==> src/rtl/rv32m_muldiv_unit.sv <==
// Iterative RV32M multiply/divide unit: radix-2 shift-add multiply and restoring divide,
// one op in flight, valid/ready on both sides, tag passthrough and synchronous flush.
module rv32m_muldiv_unit #(
    parameter int XLEN      = 32,
    parameter int TAG_W     = 5,
    parameter int EARLY_OUT = 1
) (
    input  logic             clk,
    input  logic             rst_n,
    input  logic             flush,
    input  logic             in_valid,
    output logic             in_ready,
    input  logic [2:0]       in_funct3,
    input  logic [XLEN-1:0]  in_a,
    input  logic [XLEN-1:0]  in_b,
    input  logic [TAG_W-1:0] in_tag,
    output logic             out_valid,
    input  logic             out_ready,
    output logic [XLEN-1:0]  out_result,
    output logic [TAG_W-1:0] out_tag,
    output logic             busy
);
    localparam int CNT_W = $clog2(XLEN + 1);

    typedef enum logic [1:0] {S_IDLE, S_CALC, S_DONE} state_e;

    state_e            state_reg, state_next;
    logic [2:0]        op_reg, op_next;
    logic [TAG_W-1:0]  tag_reg, tag_next, out_tag_reg, out_tag_next;
    logic              neg_reg, neg_next;
    logic [CNT_W-1:0]  count_reg, count_next;
    logic [2*XLEN-1:0] acc_reg, acc_next;
    logic [XLEN-1:0]   opb_reg, opb_next, out_result_reg, out_result_next;

    // Operand decode for the accept cycle
    logic            a_signed, b_signed, sign_a, sign_b, div_zero, div_ovf;
    logic [XLEN-1:0] mag_a, mag_b;

    always_comb begin
        a_signed = (in_funct3 == 3'd1) || (in_funct3 == 3'd2) ||
                   (in_funct3 == 3'd4) || (in_funct3 == 3'd6);
        b_signed = (in_funct3 == 3'd1) || (in_funct3 == 3'd4) || (in_funct3 == 3'd6);
        sign_a   = a_signed & in_a[XLEN-1];
        sign_b   = b_signed & in_b[XLEN-1];
        mag_a    = sign_a ? -in_a : in_a;
        mag_b    = sign_b ? -in_b : in_b;
        div_zero = (in_b == '0);
        div_ovf  = ((in_funct3 == 3'd4) || (in_funct3 == 3'd6)) &&
                   (in_a == {1'b1, {(XLEN-1){1'b0}}}) && (in_b == '1);
    end

    // acc_reg holds {high, low} of the product, or {remainder, quotient} while dividing
    logic [XLEN:0]     mul_sum, div_shift, div_diff;
    logic [2*XLEN-1:0] acc_step, prod_fix;
    logic [XLEN-1:0]   quo_fix, rem_fix, fix_result;

    always_comb begin
        mul_sum   = {1'b0, acc_reg[2*XLEN-1:XLEN]} + (acc_reg[0] ? {1'b0, opb_reg} : '0);
        div_shift = acc_reg[2*XLEN-1:XLEN-1];
        div_diff  = div_shift - {1'b0, opb_reg};
        if (op_reg[2]) begin
            if (div_diff[XLEN])
                acc_step = {div_shift[XLEN-1:0], acc_reg[XLEN-2:0], 1'b0};
            else
                acc_step = {div_diff[XLEN-1:0], acc_reg[XLEN-2:0], 1'b1};
        end else begin
            acc_step = {mul_sum, acc_reg[XLEN-1:1]};
        end
        prod_fix = neg_reg ? -acc_reg : acc_reg;
        quo_fix  = neg_reg ? -acc_reg[XLEN-1:0] : acc_reg[XLEN-1:0];
        rem_fix  = neg_reg ? -acc_reg[2*XLEN-1:XLEN] : acc_reg[2*XLEN-1:XLEN];
        case (op_reg)
            3'd0:                fix_result = prod_fix[XLEN-1:0];
            3'd1, 3'd2, 3'd3:    fix_result = prod_fix[2*XLEN-1:XLEN];
            3'd4, 3'd5:          fix_result = quo_fix;
            default:             fix_result = rem_fix;
        endcase
    end

    always_comb begin
        state_next      = state_reg;
        op_next         = op_reg;
        tag_next        = tag_reg;
        neg_next        = neg_reg;
        count_next      = count_reg;
        acc_next        = acc_reg;
        opb_next        = opb_reg;
        out_result_next = out_result_reg;
        out_tag_next    = out_tag_reg;
        if (flush) begin
            state_next = S_IDLE;
        end else begin
            case (state_reg)
                S_IDLE: if (in_valid) begin
                    op_next    = in_funct3;
                    tag_next   = in_tag;
                    opb_next   = mag_b;
                    acc_next   = {{XLEN{1'b0}}, mag_a};
                    count_next = CNT_W'(XLEN);
                    state_next = S_CALC;
                    case (in_funct3)
                        3'd1, 3'd2: neg_next = sign_a ^ sign_b;
                        // Divide-by-zero quotient stays all ones whatever the signs
                        3'd4:       neg_next = (sign_a ^ sign_b) & ~div_zero;
                        3'd6:       neg_next = sign_a;
                        default:    neg_next = 1'b0;
                    endcase
                    // Early out preloads the state the full iteration would end in
                    if ((EARLY_OUT != 0) && in_funct3[2] && (div_zero || div_ovf)) begin
                        count_next = '0;
                        if (div_zero)
                            acc_next = {mag_a, {XLEN{1'b1}}};
                    end
                end
                S_CALC: begin
                    if (count_reg != '0) begin
                        acc_next   = acc_step;
                        count_next = count_reg - CNT_W'(1);
                    end else begin
                        out_result_next = fix_result;
                        out_tag_next    = tag_reg;
                        state_next      = S_DONE;
                    end
                end
                S_DONE: if (out_ready) state_next = S_IDLE;
                default: state_next = S_IDLE;
            endcase
        end
    end

    always_ff @(posedge clk or negedge rst_n) begin
        if (!rst_n) begin
            state_reg      <= S_IDLE;
            op_reg         <= '0;
            tag_reg        <= '0;
            neg_reg        <= 1'b0;
            count_reg      <= '0;
            acc_reg        <= '0;
            opb_reg        <= '0;
            out_result_reg <= '0;
            out_tag_reg    <= '0;
        end else begin
            state_reg      <= state_next;
            op_reg         <= op_next;
            tag_reg        <= tag_next;
            neg_reg        <= neg_next;
            count_reg      <= count_next;
            acc_reg        <= acc_next;
            opb_reg        <= opb_next;
            out_result_reg <= out_result_next;
            out_tag_reg    <= out_tag_next;
        end
    end

    assign in_ready   = (state_reg == S_IDLE);
    assign busy       = (state_reg != S_IDLE);
    assign out_valid  = (state_reg == S_DONE);
    assign out_result = out_result_reg;
    assign out_tag    = out_tag_reg;
endmodule
==> config.mk <==
export PLATFORM = sky130hd
export DESIGN_NAME = rv32m_muldiv_unit
export DESIGN_NICKNAME = d
export VERILOG_FILES = /design/src/rtl/rv32m_muldiv_unit.sv
export SDC_FILE = /design/constraint.sdc
export NUM_CORES = 1
export LEC_CHECK = 0
export CORE_ASPECT_RATIO = 0.5
export CORE_UTILIZATION = 45
export DETAILED_ROUTE_END_ITERATION = 8
export HOLD_SLACK_MARGIN = 0.08
export PLACE_DENSITY = 0.68
export SLEW_MARGIN = 30
export SYNTH_ARGS = -nofsm -noshare
export SYNTH_HDL_FRONTEND = slang
export SYNTH_SLANG_ARGS = --single-unit
==> constraint.sdc <==
create_clock -name clk -period 3.5 [get_ports clk]
set_clock_uncertainty 0.05 [all_clocks]
set_input_delay 0.35 -clock clk [delete_from_list [all_inputs] [get_ports clk]]
set_output_delay 0.35 -clock clk [all_outputs]
set_load 0.01 [all_outputs]
# ---- Yosys cells after proc, flatten, opt, wreduce, memory -nomap -nowiden
# Cells that the tools add are included.
dict set report totals {
  in_bits 77
  wordCells 89
  reg_bits 150
}
dict set report classes {
  n_eq_ne 18
  bitwise 7
  add_sub_neg 8
  n_mux 24
  reduce_logical 23
}
# operator n
set ops {}
lappend ops {{$mux 64} 7}
lappend ops {{$mux 32} 5}
lappend ops {{$neg 32->32} 4}
lappend ops {{$pmux 64 s2} 1}
lappend ops {{$pmux 32 s3} 1}
lappend ops {{$eq 32x32->1 const B} 2}
lappend ops {{$neg 64->64} 1}
lappend ops {{$add 32x32->33} 1}
lappend ops {{$sub 33x32->33} 1}
lappend ops {{$logic_not 32->1} 1}
lappend ops {{$mux 6} 3}
lappend ops {{$eq 3x3->1 const B} 4}
lappend ops {{$pmux 6 s2} 1}
lappend ops {{$eq 3x2->1 const B} 3}
lappend ops {{$reduce_and 3->1} 3}
lappend ops {{$mux 2} 4}
lappend ops {{$logic_or 1x1->1} 7}
lappend ops {{$eq 3x1->1 const B} 2}
lappend ops {{$ne 3x3->1 const B} 2}
lappend ops {{$pmux 2 s3} 1}
lappend ops {{$reduce_bool 6->1} 1}
lappend ops {{$sub 6x1->6 const B} 1}
lappend ops {{$ne 2x2->1 const B} 2}
lappend ops {{$reduce_and 4->1} 1}
lappend ops {{other kinds (13)} 21}

# ---- Depth between registers and ports, before layout
# Gate-level depths: netlist (run 1).
dict set report logic_depth {
  word_depth 10
  ltp_mapped 14
  mapped_depth_nobuf 12
}

# ---- Least setup slack after synthesis (run 1)
# No wires, ideal clock.
dict set report synth_timing {
  path_type {register to register}
  from {register acc_reg[0]}
  to {register acc_reg[61]}
  n_path_buf 1
  period_less_slack_ns 3.242
  t_arrival_ns 3.101
  stages_incl_launch_ff 13
  required_ns 3.359
  slack_ns 0.258
  cell_sequence {dfrtp_1 inv_1 clkbuf_1 nor2_1 ha_1 a21o_1 and2_1 a2111o_1 a31oi_1 o211ai_1 and3_1 or3_1 o221ai_1}
}
dict set report synth_between {
  elab_chain_cells 5
}
# item line_no
set synth_rtl {}
lappend synth_rtl {{from (decl)} 32} ;# logic [2*XLEN-1:0] acc_reg, acc_next;
lappend synth_rtl {{from (signal assigned)} 148} ;# acc_reg <= acc_next;
lappend synth_rtl {{$mux 32} 58} ;# mul_sum = {1'b0, acc_reg[2*XLEN-1:XLEN]} + (acc_reg[0] ? {1'b0, opb_reg} : '0);
lappend synth_rtl {{$add 32x32->33} 58}
lappend synth_rtl {{$mux 64} 61} ;# if (op_reg[2]) begin
lappend synth_rtl {{$mux 64} 116} ;# if (count_reg != '0) begin
lappend synth_rtl {{$pmux 64 s2} 93} ;# case (state_reg)
# No other way between the ends. The select of a mux whose other input is x is not followed.
# A chain may end at the register's enable or synchronous reset.

# ---- Worst setup path in the final report (run 1)
dict set report layout_timing {
  from {register acc_reg[31]}
  to {register acc_reg[43]}
}
dict set report layout_between {
  elab_chain_cells 5
}
# item line_no
set layout_rtl {}
lappend layout_rtl {{$sub 33x32->33} 60} ;# div_diff = div_shift - {1'b0, opb_reg};
lappend layout_rtl {{$mux 64} 62} ;# if (div_diff[XLEN])
lappend layout_rtl {{$mux 64} 61}
lappend layout_rtl {{$mux 64} 116}
lappend layout_rtl {{$pmux 64 s2} 93}
# No other way between the ends. The select of a mux whose other input is x is not followed.

==> results of run 1 <==
-- layer usage --
layer  routed length, µm  vias up  part of all wire (%)
li1                    -     7200                     -
met1               24000     7064                    46
met2               20800      681                    40
met3                6200       52                    12
met4                 636        0                   1.2
met5                   0        -                     0
-- cell type report --
class / instances / area [µm²] / share of cell area (%)
sequential: 150 / 3760 / 21.4
inverter: 70 / 263 / 1.49
clock inverter: 13 / 161 / 0.918
timing repair buffer: 269 / 2380 / 13.5
clock buffer: 19 / 443 / 2.52
tap: 423 / 529 / 3.01
multi-input combinational: 1557 / 10000 / 57.1
-- logic make-up after synthesis --
logic type	after synthesis	synth area share (%)
compound gates	597	26.6
xor+xnor	176	10.7
fa+ha+maj	73	6.46
buf+inv	183	4.95
flops	150	26.1
mux	52	3.82
simple gates	659	21.3
-- timing repair --
item / CTS / global route
setup buffers: 0 / 2
resized for setup: 1 / 20
gates cloned: 0 / 1
setup endpoints to repair: 1 / 27
endpoints found under the hold margin: 84 / 0
hold buffers: 1 / 0
pin swaps: 0 / 6
-- power groups by stage --
stage | combinational, mW | clock, mW | sequential (mW)
2_1_floorplan | 8.35 | 0 | 3.26
3_3_place_gp | 12.5 | 0 | 3.38
3_5_place_dp | 12.5 | 0 | 3.41
4_1_cts | 12.6 | 1.99 | 3.38
5_1_grt | 14.3 | 2.06 | 3.53
6_report | 13.2 | 1.98 | 3.41
-- worst paths after layout --
kind	startpoint	to	cells past startpoint
worst min-delay path	tag_reg[0]	out_tag[0]	2
worst max register to register	acc_reg[31]	acc_reg[43]	15
worst max-delay path	acc_reg[31]	acc_reg[43]	15
max in group asynchronous	rst_n	opb_reg[30]	3
min in group asynchronous	rst_n	opb_reg[8]	2
worst min register to register	tag_reg[0]	out_tag[0]	2
-- per-stage QoR --
| stage | worst slack [ps] | setup TNS, ps |
|---|---|---|
| after global routing | -33.0 | -69.1 |
| after global placement | 34.0 | 0 |
| after detailed placement | 45.8 | 0 |
| final | 87.5 | 0 |
| after CTS | 0.776 | 0 |
| after floorplan | 258 | 0 |
-- synthesized netlist by cell type (all sizes together) (29+ instances only) --
library cell | instances | area (µm²)
nor3 | 48 | 240
mux2i | 29 | 290
o22ai | 34 | 213
inv | 69 | 259
a21oi | 183 | 916
ha | 71 | 888
nand2 | 224 | 841
xnor2 | 100 | 876
xor2 | 76 | 666
o21ai | 126 | 642
a21o | 38 | 285
clkbuf | 90 | 338
o31ai | 34 | 274
nor2 | 189 | 709
dfrtp | 150 | 3750
-- cell usage in the layout (no fill, tap or decap), types with 17 or more instances in the layout --
cell type	n
and2_1	18
o31ai_1	30
buf_4	147
clkbuf_16	18
a21o_1	38
or3_1	19
dfrtp_1	147
a21oi_1	182
and3_1	19
o22ai_1	34
ha_1	70
nand2b_1	27
nand2_1	223
clkdlybuf4s50_1	115
nor2_1	187
xor2_1	76
nor3_1	46
inv_1	69
o21ai_0	118
o311ai_0	17
mux2i_1	29
mux2_2	23
nand3_1	28
a31oi_1	23
nor4_1	21
xnor2_1	100
-- critical path, stage by stage, from the launching register on --
cell and delay [ps]:
dfrtp_1 350, inv_1 60, ha_1 240, fa_1 400
nand2b_4 170, a21oi_2 190, buf_4 160, o2111ai_4 150
and3_4 250, nor3_2 180, buf_4 140, o31ai_4 90
buf_4 200, clkbuf_16 180, o311a_1 360, o21ai_0 150
==> reports/summary.txt, run 1 <==
Clock sinks = 150
Height of the die = 128 µm
Post-synth net total = 2,040
Switch Pwr = 9.29 mW
Iteration-0 DRC Markers = 1,446
Max_cap viols = 0
Core area = 30,900 µm²
First-pass GRT wire length = 78.9 mm
Outcome = finished, final reports clean
Largest net degree at the start of global routing = 87
WS Path Type = reg -> reg
Period minus WS final = 3410 ps
Non-filler cells, final = 2,501
HP Class = reg -> reg
GR met2 Demand/Resource = 44.7%
CP startpoint kind = flop
Power share of the sequential group = 18.4%
Gate Count Post-Synth = 1,890
Cell total after placement = 2,465
Avg Inst Size Synth = 7.60 µm²
Post-synth cell types = 81
R2R setup slack = 90 ps
ANT nets after route = 0
Fin. Hold Viols = 0
# IOs = 117
Worst path required time = 3830 ps
Leakage power = 7.78 nW
Largest register FFs = 64
Fillers = 2,940
Post-synth EDFFs = 0
Core Rows = 45
Inserted Clock Buffers = 17
Routed vias = 15,000
Slew @ Worst Pin = 973 ps
Int Power = 9.26 mW
Vias in the first global route = 13,800
Die area = 32,700 µm²
Initial Utilization = 46.6%
Syn. warnings = 0
H-tree depth = 4
Synthesized area = 14,400 µm²
Worst-path clk slew = 80 ps
Worst-case hold slack = 410 ps
Nets = 2,215
Residual DRC count = 0
Synth Flop Type = dfrtp_1
Final WL = 51.6 mm
Clock latency at the later pin of the worst-skew pair = 470 ps
Placement Cell Area = 16,800 µm²
Ys async rst share = 100%
Worst Path Max Fanout = 19
Gr ovfl total = 0
Relative slew slack = 34.9%
Tot Pwr = 18.6 mW
Slew Viols, Final = 0
Final setup violation count = 0
TritonCTS clock tree = yes
Die width = 255 µm
Combinational share of power = 70.9%
GRT Overall Usage = 31.6%
Met1 usage = 46.2%
Crit path capture type = flop
Initial antenna violation count = 0
Longest Clk Path Bufs = 2
Switching share of power = 50.1%
CTS root buf = clkbuf_16
Post-route cell area = 17,600 µm²
Wire per inst = 20.6 µm
Antenna diodes = 0
GRT met3 Usage = 10.7%
Cell Pwr Density = 1060 nW/µm²
Final core occ = 57.0%
DP HPWL = 39.9 mm
Critical Path AT = 3750 ps
Final Cycle Share = 97.5%
Drt pass-1 iters = 8
Most used routing layer in global routing = met1
Area Growth Syn to Fin = 22.3%
VDD IR-drop max = 0.461 mV
Sequential cell area fraction in the yosys report = 26.1%
Gpl congestion = 1.04
Share of layout cells above drive strength 1 = 12.2%
Part of the power in the clock network = 10.7%
Yosys reg bits = 150
# port buffers = 116
Vias per cell = 6.00
Peak Freq = 293 MHz
No activity file was read; power rests on OpenSTA's default activity.
==> inputs of run 2 (changes only) <==
- DONT_BUFFER_PORTS: unset -> 1
- PLACE_DENSITY: 0.68 -> 0.64
==> run 2 against run 1 <==
  * The run now ends with negative hold slack left
  * Global-route usage up 0.10 points
  * Hold slack worse by 880 ps
  * Worst setup slack better by 100 ps
  * Via count down 3.1%
  * Maximum frequency up 3.0%
  * Combinational power down 8%
  * Critical path depth down 3
  * Non-clock buffer count down 121
  * Sequential cell count unchanged
  * Clock power about the same
  * First-iteration DRC count down 4.4%
  * Die area unchanged
  * Critical path type unchanged
  * Critical endpoint is now acc_reg[40]
  * Largest cell class unchanged
  * Highest routed layer unchanged
==> reports/summary.txt, run 2 (same netlist as run 1, synthesis figures left out) <==
Cts hold-fix bufs = 39 (was 1)
Place WS = 95.1 ps (was 45.8 ps)
Largest register FFs = 64 (unchanged)
ANT nets after route = 0 (unchanged)
Inserted Clock Buffers = 17 (unchanged)
VDD IR-drop max = 0.498 mV (was 0.461 mV)
Drt pass-1 iters = 5 (was 8)
Commonest cells after routing, fill and taps aside = 224 x nand2_1, 188 x nor2_1, 182 x a21oi_1 (was 223 x nand2_1, 187 x nor2_1, 182 x a21oi_1)
Switch Pwr = 9.05 mW (was 9.29 mW)
Crit path capture type = flop (unchanged)
Leakage power = 7.25 nW (was 7.78 nW)
# IOs = 117 (unchanged)
CP startpoint kind = flop (unchanged)
Vias per cell = 6.10 (was 6.00)
Relative slew slack = 42.1% (was 34.9%)
WS Path Type = reg -> reg (unchanged)
Clock latency at the later pin of the worst-skew pair = 470 ps (about the same)
DP HPWL = 38.9 mm (was 39.9 mm)
Wire per inst = 21.8 µm (was 20.6 µm)
Gpl congestion = 1.02 (was 1.04)
Period minus WS final = 3310 ps (was 3410 ps)
Critical Path AT = 3610 ps (was 3750 ps)
Initial antenna violation count = 1 (was 0)
Vias in the first global route = 13,300 (was 13,800)
Commonest non-fill, non-tap cell in the layout = nand2_1 (unchanged)
Fillers = 3,075 (was 2,940)
CTS root buf = clkbuf_16 (unchanged)
Slack of the critical path = 187 ps (was 87.5 ps)
Clock sinks = 150 (unchanged)
Setup bufs post-CTS = 0 (unchanged)
Final setup violation count = 0 (unchanged)
Height of the die = 128 µm (unchanged)
Core Rows = 45 (unchanged)
Final Cycle Share = 94.6% (was 97.5%)
H-tree depth = 4 (unchanged)
Initial Utilization = 46.6% (unchanged)
Peak Freq = 302 MHz (was 293 MHz)
# port buffers = 0 (was 116)
Nets = 2,094 (was 2,215)
Worst Path Max Fanout = 54 (was 19)
Share of layout cells above drive strength 1 = 10.2% (was 12.2%)
Part of the power in the clock network = 11.3% (was 10.7%)
Reg area = 3760 µm² (about the same)
Int Power = 8.66 mW (was 9.26 mW)
TritonCTS clock tree = yes (unchanged)
Max_cap viols = 0 (unchanged)
Worst-case hold slack = -473 ps (was 410 ps)
Core area = 30,900 µm² (unchanged)
Antenna diodes = 0 (unchanged)
Die width = 255 µm (unchanged)
Switching share of power = 51.1% (was 50.1%)
Placement Cell Area = 15,300 µm² (was 16,800 µm²)
Setup TNS = 0 ps (unchanged)
Combinational share of power = 68.6% (was 70.9%)
Post-route cell area = 16,400 µm² (was 17,600 µm²)
Worst-path clk slew = 70 ps (was 80 ps)
Slew Viols, Final = 0 (unchanged)
Outcome = finished, violations left (was finished, final reports clean)
Area of the multi-input gates = 9980 µm² (was 10,000 µm²)
First-pass GRT wire length = 78.6 mm (was 78.9 mm)
Worst path required time = 3800 ps (was 3830 ps)
Residual DRC count = 0 (unchanged)
Failing checks = negative hold slack
Final WL = 51.8 mm (was 51.6 mm)
Cell Pwr Density = 1080 nW/µm² (was 1060 nW/µm²)
HP Class = in -> async (was reg -> reg)
GRT Overall Usage = 31.7% (was 31.6%)
Slew @ Worst Pin = 857 ps (was 973 ps)
Longest Clk Path Bufs = 2 (unchanged)
Die area = 32,700 µm² (unchanged)
Largest net degree at the start of global routing = 151 (was 87)
Area Growth Syn to Fin = 14.1% (was 22.3%)
Gr ovfl total = 0 (unchanged)
Power share of the sequential group = 20.0% (was 18.4%)
Iteration-0 DRC Markers = 1,382 (was 1,446)
Fin. Hold Viols = 150 (was 0)
Routed vias = 14,500 (was 15,000)
[run 2: cell types whose count changed in the layout (fill, tap and decap cells not counted), moves of 2 or more]
cell and change:
inv_6 +2, inv_8 -2, dlygate4sd3_1 +38, clkdlybuf4s50_1 -115
a211oi_2 -2, buf_4 -41, a211oi_1 +2
[run 2: what timing repair did]
action | in CTS | in global routing
endpoints found under the hold margin | 189 | 150
gates resized for setup | 0 | 8
endpoints found under the setup margin | 0 | 20
[run 2: stage by stage]
stage | power [mW] | cells | utilization [%] | hold WS, ps
4_1_cts | 17.3 | 2380 | 53.0 | -486
3_5_place_dp | 15.2 | 2309 | 49.7 | 11.7
2_1_floorplan | 11.6 | 1890 | - | 4.41
3_3_place_gp | 15.2 | 2309 | 49.7 | 8.52
5_1_grt | 19.0 | 2380 | 53.1 | -493
6_report | 17.7 | 2380 | 53.1 | -473
[run 2: path summary, 6_finish.rpt]
check / slack, ps / depth (start not counted) / to / start
worst min-delay path: -470 / 0 / out_result[8] / rst_n
max in group asynchronous: 3580 / 0 / neg_reg / rst_n
worst max register to register: 190 / 12 / acc_reg[40] / acc_reg[49]
worst min register to register: 410 / 2 / out_tag[4] / tag_reg[4]
min in group clk: 90 / 2 / opb_reg[6] / in_b[6]
worst max-delay path: 190 / 12 / acc_reg[40] / acc_reg[49]
[run 2: power groups by stage]
stage,Sequential (mW),Clock (mW),Combinational [mW]
floorplan,3.26,0,8.35
finish,3.55,2.00,12.2
detailed placement,3.55,0,11.7
global placement,3.52,0,11.7
CTS,3.53,2.03,11.8
global route,3.66,2.10,13.2
[run 2: cell type report]
class	count	area share, %
Multi-Input combinational cell	1557	60.9
Timing Repair Buffer	148	7.60
Sequential cell	150	22.9
Clock buffer	17	2.59
Tap cell	423	3.23
Clock inverter	15	1.17
Inverter	70	1.60
[run 2: routing by layer]
layer	part of all wire [%]	global-route usage, %
met3	11	8.76
met4	1.5	7.29
met2	40	45.0
met1	47	47.1
met5	0	0
[run 2: critical path, cell delays in order, from the launching register on]
cell	delay [ps]
dfrtp_1	440
ha_1	330
buf_4	160
and2_1	170
and3_1	200
a32oi_1	340
and3_1	260
nor3_2	70
o31ai_4	250
buf_12	310
mux2_2	370
a21oi_1	140
o22ai_1	80
==> inputs of run 3 (changes only) <==
- RECOVER_POWER: unset -> 50
- clock period: 3.5 -> 4.1 ns (I/O delays scaled with it)
==> run 3 against run 2 <==
  * The run ends with max-capacitance violations, max-slew violations left
  * Sequential cell count stayed put
  * Maximum frequency is 14% lower
  * Hold slack better by 570 ps
  * Clock power is 14% lower
  * Register-to-register slack better by 50 ps
  * Via count is 0.72% lower
  * Worst setup slack better by 52 ps
  * Wire length is 1.6% lower
  * Largest power group unchanged
  * Die area stayed put
  * Count of clock-buffer cells in the layout stayed put
  * Critical endpoint unchanged
  * Power is 17% lower
  * Final area is 3.7% lower
==> reports/summary.txt, run 3 (same netlist as run 1, synthesis figures left out) <==
Outcome = finished, violations left (unchanged)
Failing checks = max-capacitance violations, max-slew violations (was negative hold slack)
Largest net degree at the start of global routing = 151 (unchanged)
Initial Utilization = 46.6% (unchanged)
Drt pass-1 iters = 6 (was 5)
Cell total after placement = 2,261 (was 2,309)
CTS root buf = clkbuf_16 (unchanged)
Longest Clk Path Bufs = 2 (unchanged)
Commonest cells after routing, fill and taps aside = 224 x nand2_1, 188 x nor2_1, 183 x a21oi_1 (was 224 x nand2_1, 188 x nor2_1, 182 x a21oi_1)
Core area = 30,900 µm² (unchanged)
Setup TNS = 0 ps (unchanged)
Most frequent CP cell = a21oi_1 (was and3_1)
Final setup violation count = 0 (unchanged)
Hold_sp = in_b[16]
Initial antenna violation count = 2 (was 1)
Hold path depth = 2
GRT Overall Usage = 31.2% (was 31.7%)
Inserted Clock Buffers = 17 (unchanged)
Slew @ Worst Pin = 2170 ps (was 857 ps)
Fin. Hold Viols = 0 (was 150)
Gr ovfl total = 0 (unchanged)
Reg area = 3760 µm² (unchanged)
Max_cap viols = 1 (was 0)
Final WL = 51.0 mm (was 51.8 mm)
CP cell instances = inv_1 -> fa_1 -> nand2b_1 -> a21oi_1 -> o2111ai_1 -> and3_1 -> nor3_1 -> o31ai_4 -> buf_12 -> mux2_2 -> a21oi_1 -> o22ai_1 (was ha_1 -> buf_4 -> and2_1 -> and3_1 -> a32oi_1 -> and3_1 -> nor3_2 -> o31ai_4 -> buf_12 -> mux2_2 -> a21oi_1 -> o22ai_1)
Worst Path Max Fanout = 39 (was 54)
Vias per cell = 6.24 (was 6.10)
TritonCTS clock tree = yes (unchanged)
Int Power = 7.04 mW (was 8.66 mW)
Area of the multi-input gates = 9940 µm² (was 9980 µm²)
WP buf/inv = 2 (unchanged)
ANT nets after route = 0 (unchanged)
Gpl congestion = 1.03 (was 1.02)
Critical Path AT = 4130 ps (was 3610 ps)
Worst-case hold slack = 99.1 ps (was -473 ps)
Part of the power in the clock network = 11.8% (was 11.3%)
Area Growth Syn to Fin = 9.84% (was 14.1%)
Non-filler cells, final = 2,313 (was 2,380)
Share of layout cells above drive strength 1 = 7.62% (was 10.2%)
# port buffers = 0 (unchanged)
VDD IR-drop max = 0.345 mV (was 0.498 mV)
Slew Viols, Final = 151 (was 0)
First-pass GRT wire length = 77.7 mm (was 78.6 mm)
Reg2Reg Depth = 12 (unchanged)
Routed vias = 14,400 (was 14,500)
Fillers = 3,056 (was 3,075)
Switching share of power = 52.0% (was 51.1%)
# IOs = 117 (unchanged)
Peak Freq = 259 MHz (was 302 MHz)
H-tree depth = 4 (unchanged)
Vias in the first global route = 13,000 (was 13,300)
HP Class = in -> reg (was in -> async)
Resized cells post-CTS = 0 (unchanged)
Crit path capture type = flop (unchanged)
Nets = 2,028 (was 2,094)
Clock latency at the later pin of the worst-skew pair = 470 ps (about the same)
Clock sinks = 150 (unchanged)
RSZ-0062 raised after global routing = false
Relative slew slack = -44.9% (was 42.1%)
Core Rows = 45 (unchanged)
Stages on worst setup path = 12 (unchanged)
Setup crit start = acc_reg[32] (was acc_reg[49])
CP startpoint kind = flop (unchanged)
Height of the die = 128 µm (unchanged)
Largest register FFs = 64 (unchanged)
Iteration-0 DRC Markers = 1,808 (was 1,382)
Worst path max stage delay = 540 ps (was 440 ps)
Leakage power = 6.93 nW (was 7.25 nW)
Cell Pwr Density = 929 nW/µm² (was 1080 nW/µm²)
CP top delay family = compound AO/OA/AOI/OAI gates (unchanged)
Power share of the sequential group = 21.2% (was 20.0%)
R2R setup slack = 240 ps (was 190 ps)
Die width = 255 µm (unchanged)
Worst path required time = 4370 ps (was 3800 ps)
Combinational share of power = 67.0% (was 68.6%)
DP HPWL = 38.8 mm (was 38.9 mm)
Commonest non-fill, non-tap cell in the layout = nand2_1 (unchanged)
Period minus WS final = 3860 ps (was 3310 ps)
Worst path slowest cell = dfrtp_1 (unchanged)
R2r startpoint = acc_reg[32] (was acc_reg[49])
Antenna diodes = 0 (unchanged)
Wire per inst = 22.0 µm (was 21.8 µm)
WS Path Type = reg -> reg (unchanged)
Residual DRC count = 0 (unchanged)
Final Cycle Share = 94.2% (was 94.6%)
Worst-path clk slew = 70 ps (about the same)
Die area = 32,700 µm² (unchanged)
Switch Pwr = 7.62 mW (was 9.05 mW)
run 3: cell types whose count changed in the layout (fill, tap and decap cells not counted), sizes merged:
cell | before | now
inv | 76 | 77
buf | 109 | 61
clkinv | 4 | 2
clkbuf | 17 | 18
dlygate4sd3 | 39 | 20
run 3: final cells by class:
cell class | count | area share [%]
Multi-Input combinational cell | 1557 | 63.0
Clock inverter | 14 | 1.21
Inverter | 70 | 1.66
Sequential cell | 150 | 23.8
Clock buffer | 17 | 2.70
Timing Repair Buffer | 82 | 4.30
Tap cell | 423 | 3.35
run 3: routing by layer:
metal / up-vias / GRT usage [%] / share of wire (%) / routed length, µm
met4: 4 / 6.69 / 1.6 / 800
li1: 6820 / - / - / -
met5: - / 0 / 0.053 / 27
met1: 6846 / 46.6 / 47 / 23900
met2: 686 / 44.3 / 40 / 20400
met3: 66 / 8.72 / 11 / 5760
run 3: path summary, 6_finish.rpt:
kind	end
setup / recovery	acc_reg[40]
hold / removal	opb_reg[16]
hold reg to reg	out_tag[2]
setup reg to reg	acc_reg[40]
min in group asynchronous	out_result[8]
max in group asynchronous	op_reg[2]
run 3: power by group through the flow:
stage	sequential (mW)	clock, mW	combinational (mW)
global route	3.20	1.81	10.7
finish	3.11	1.73	9.83
global placement	3.07	0	9.46
CTS	3.08	1.75	9.57
detailed placement	3.11	0	9.47
floorplan	2.78	0	7.13
run 3: what timing repair did:
action                                 in CTS  in global routing
buffers inserted                            0                  0
endpoints found under the hold margin     169                  0
hold buffers                               21                  0
run 3: metrics by stage:
step	worst slack (ps)	cell area, µm²	utilization (%)	total power [mW]
2_1_floorplan	858	14400	-	9.91
3_3_place_gp	455	15000	48.5	12.5
3_5_place_dp	381	15000	48.5	12.6
4_1_cts	332	15800	51.2	14.4
5_1_grt	3.22	15800	51.1	15.7
6_report	240	15800	51.1	14.7
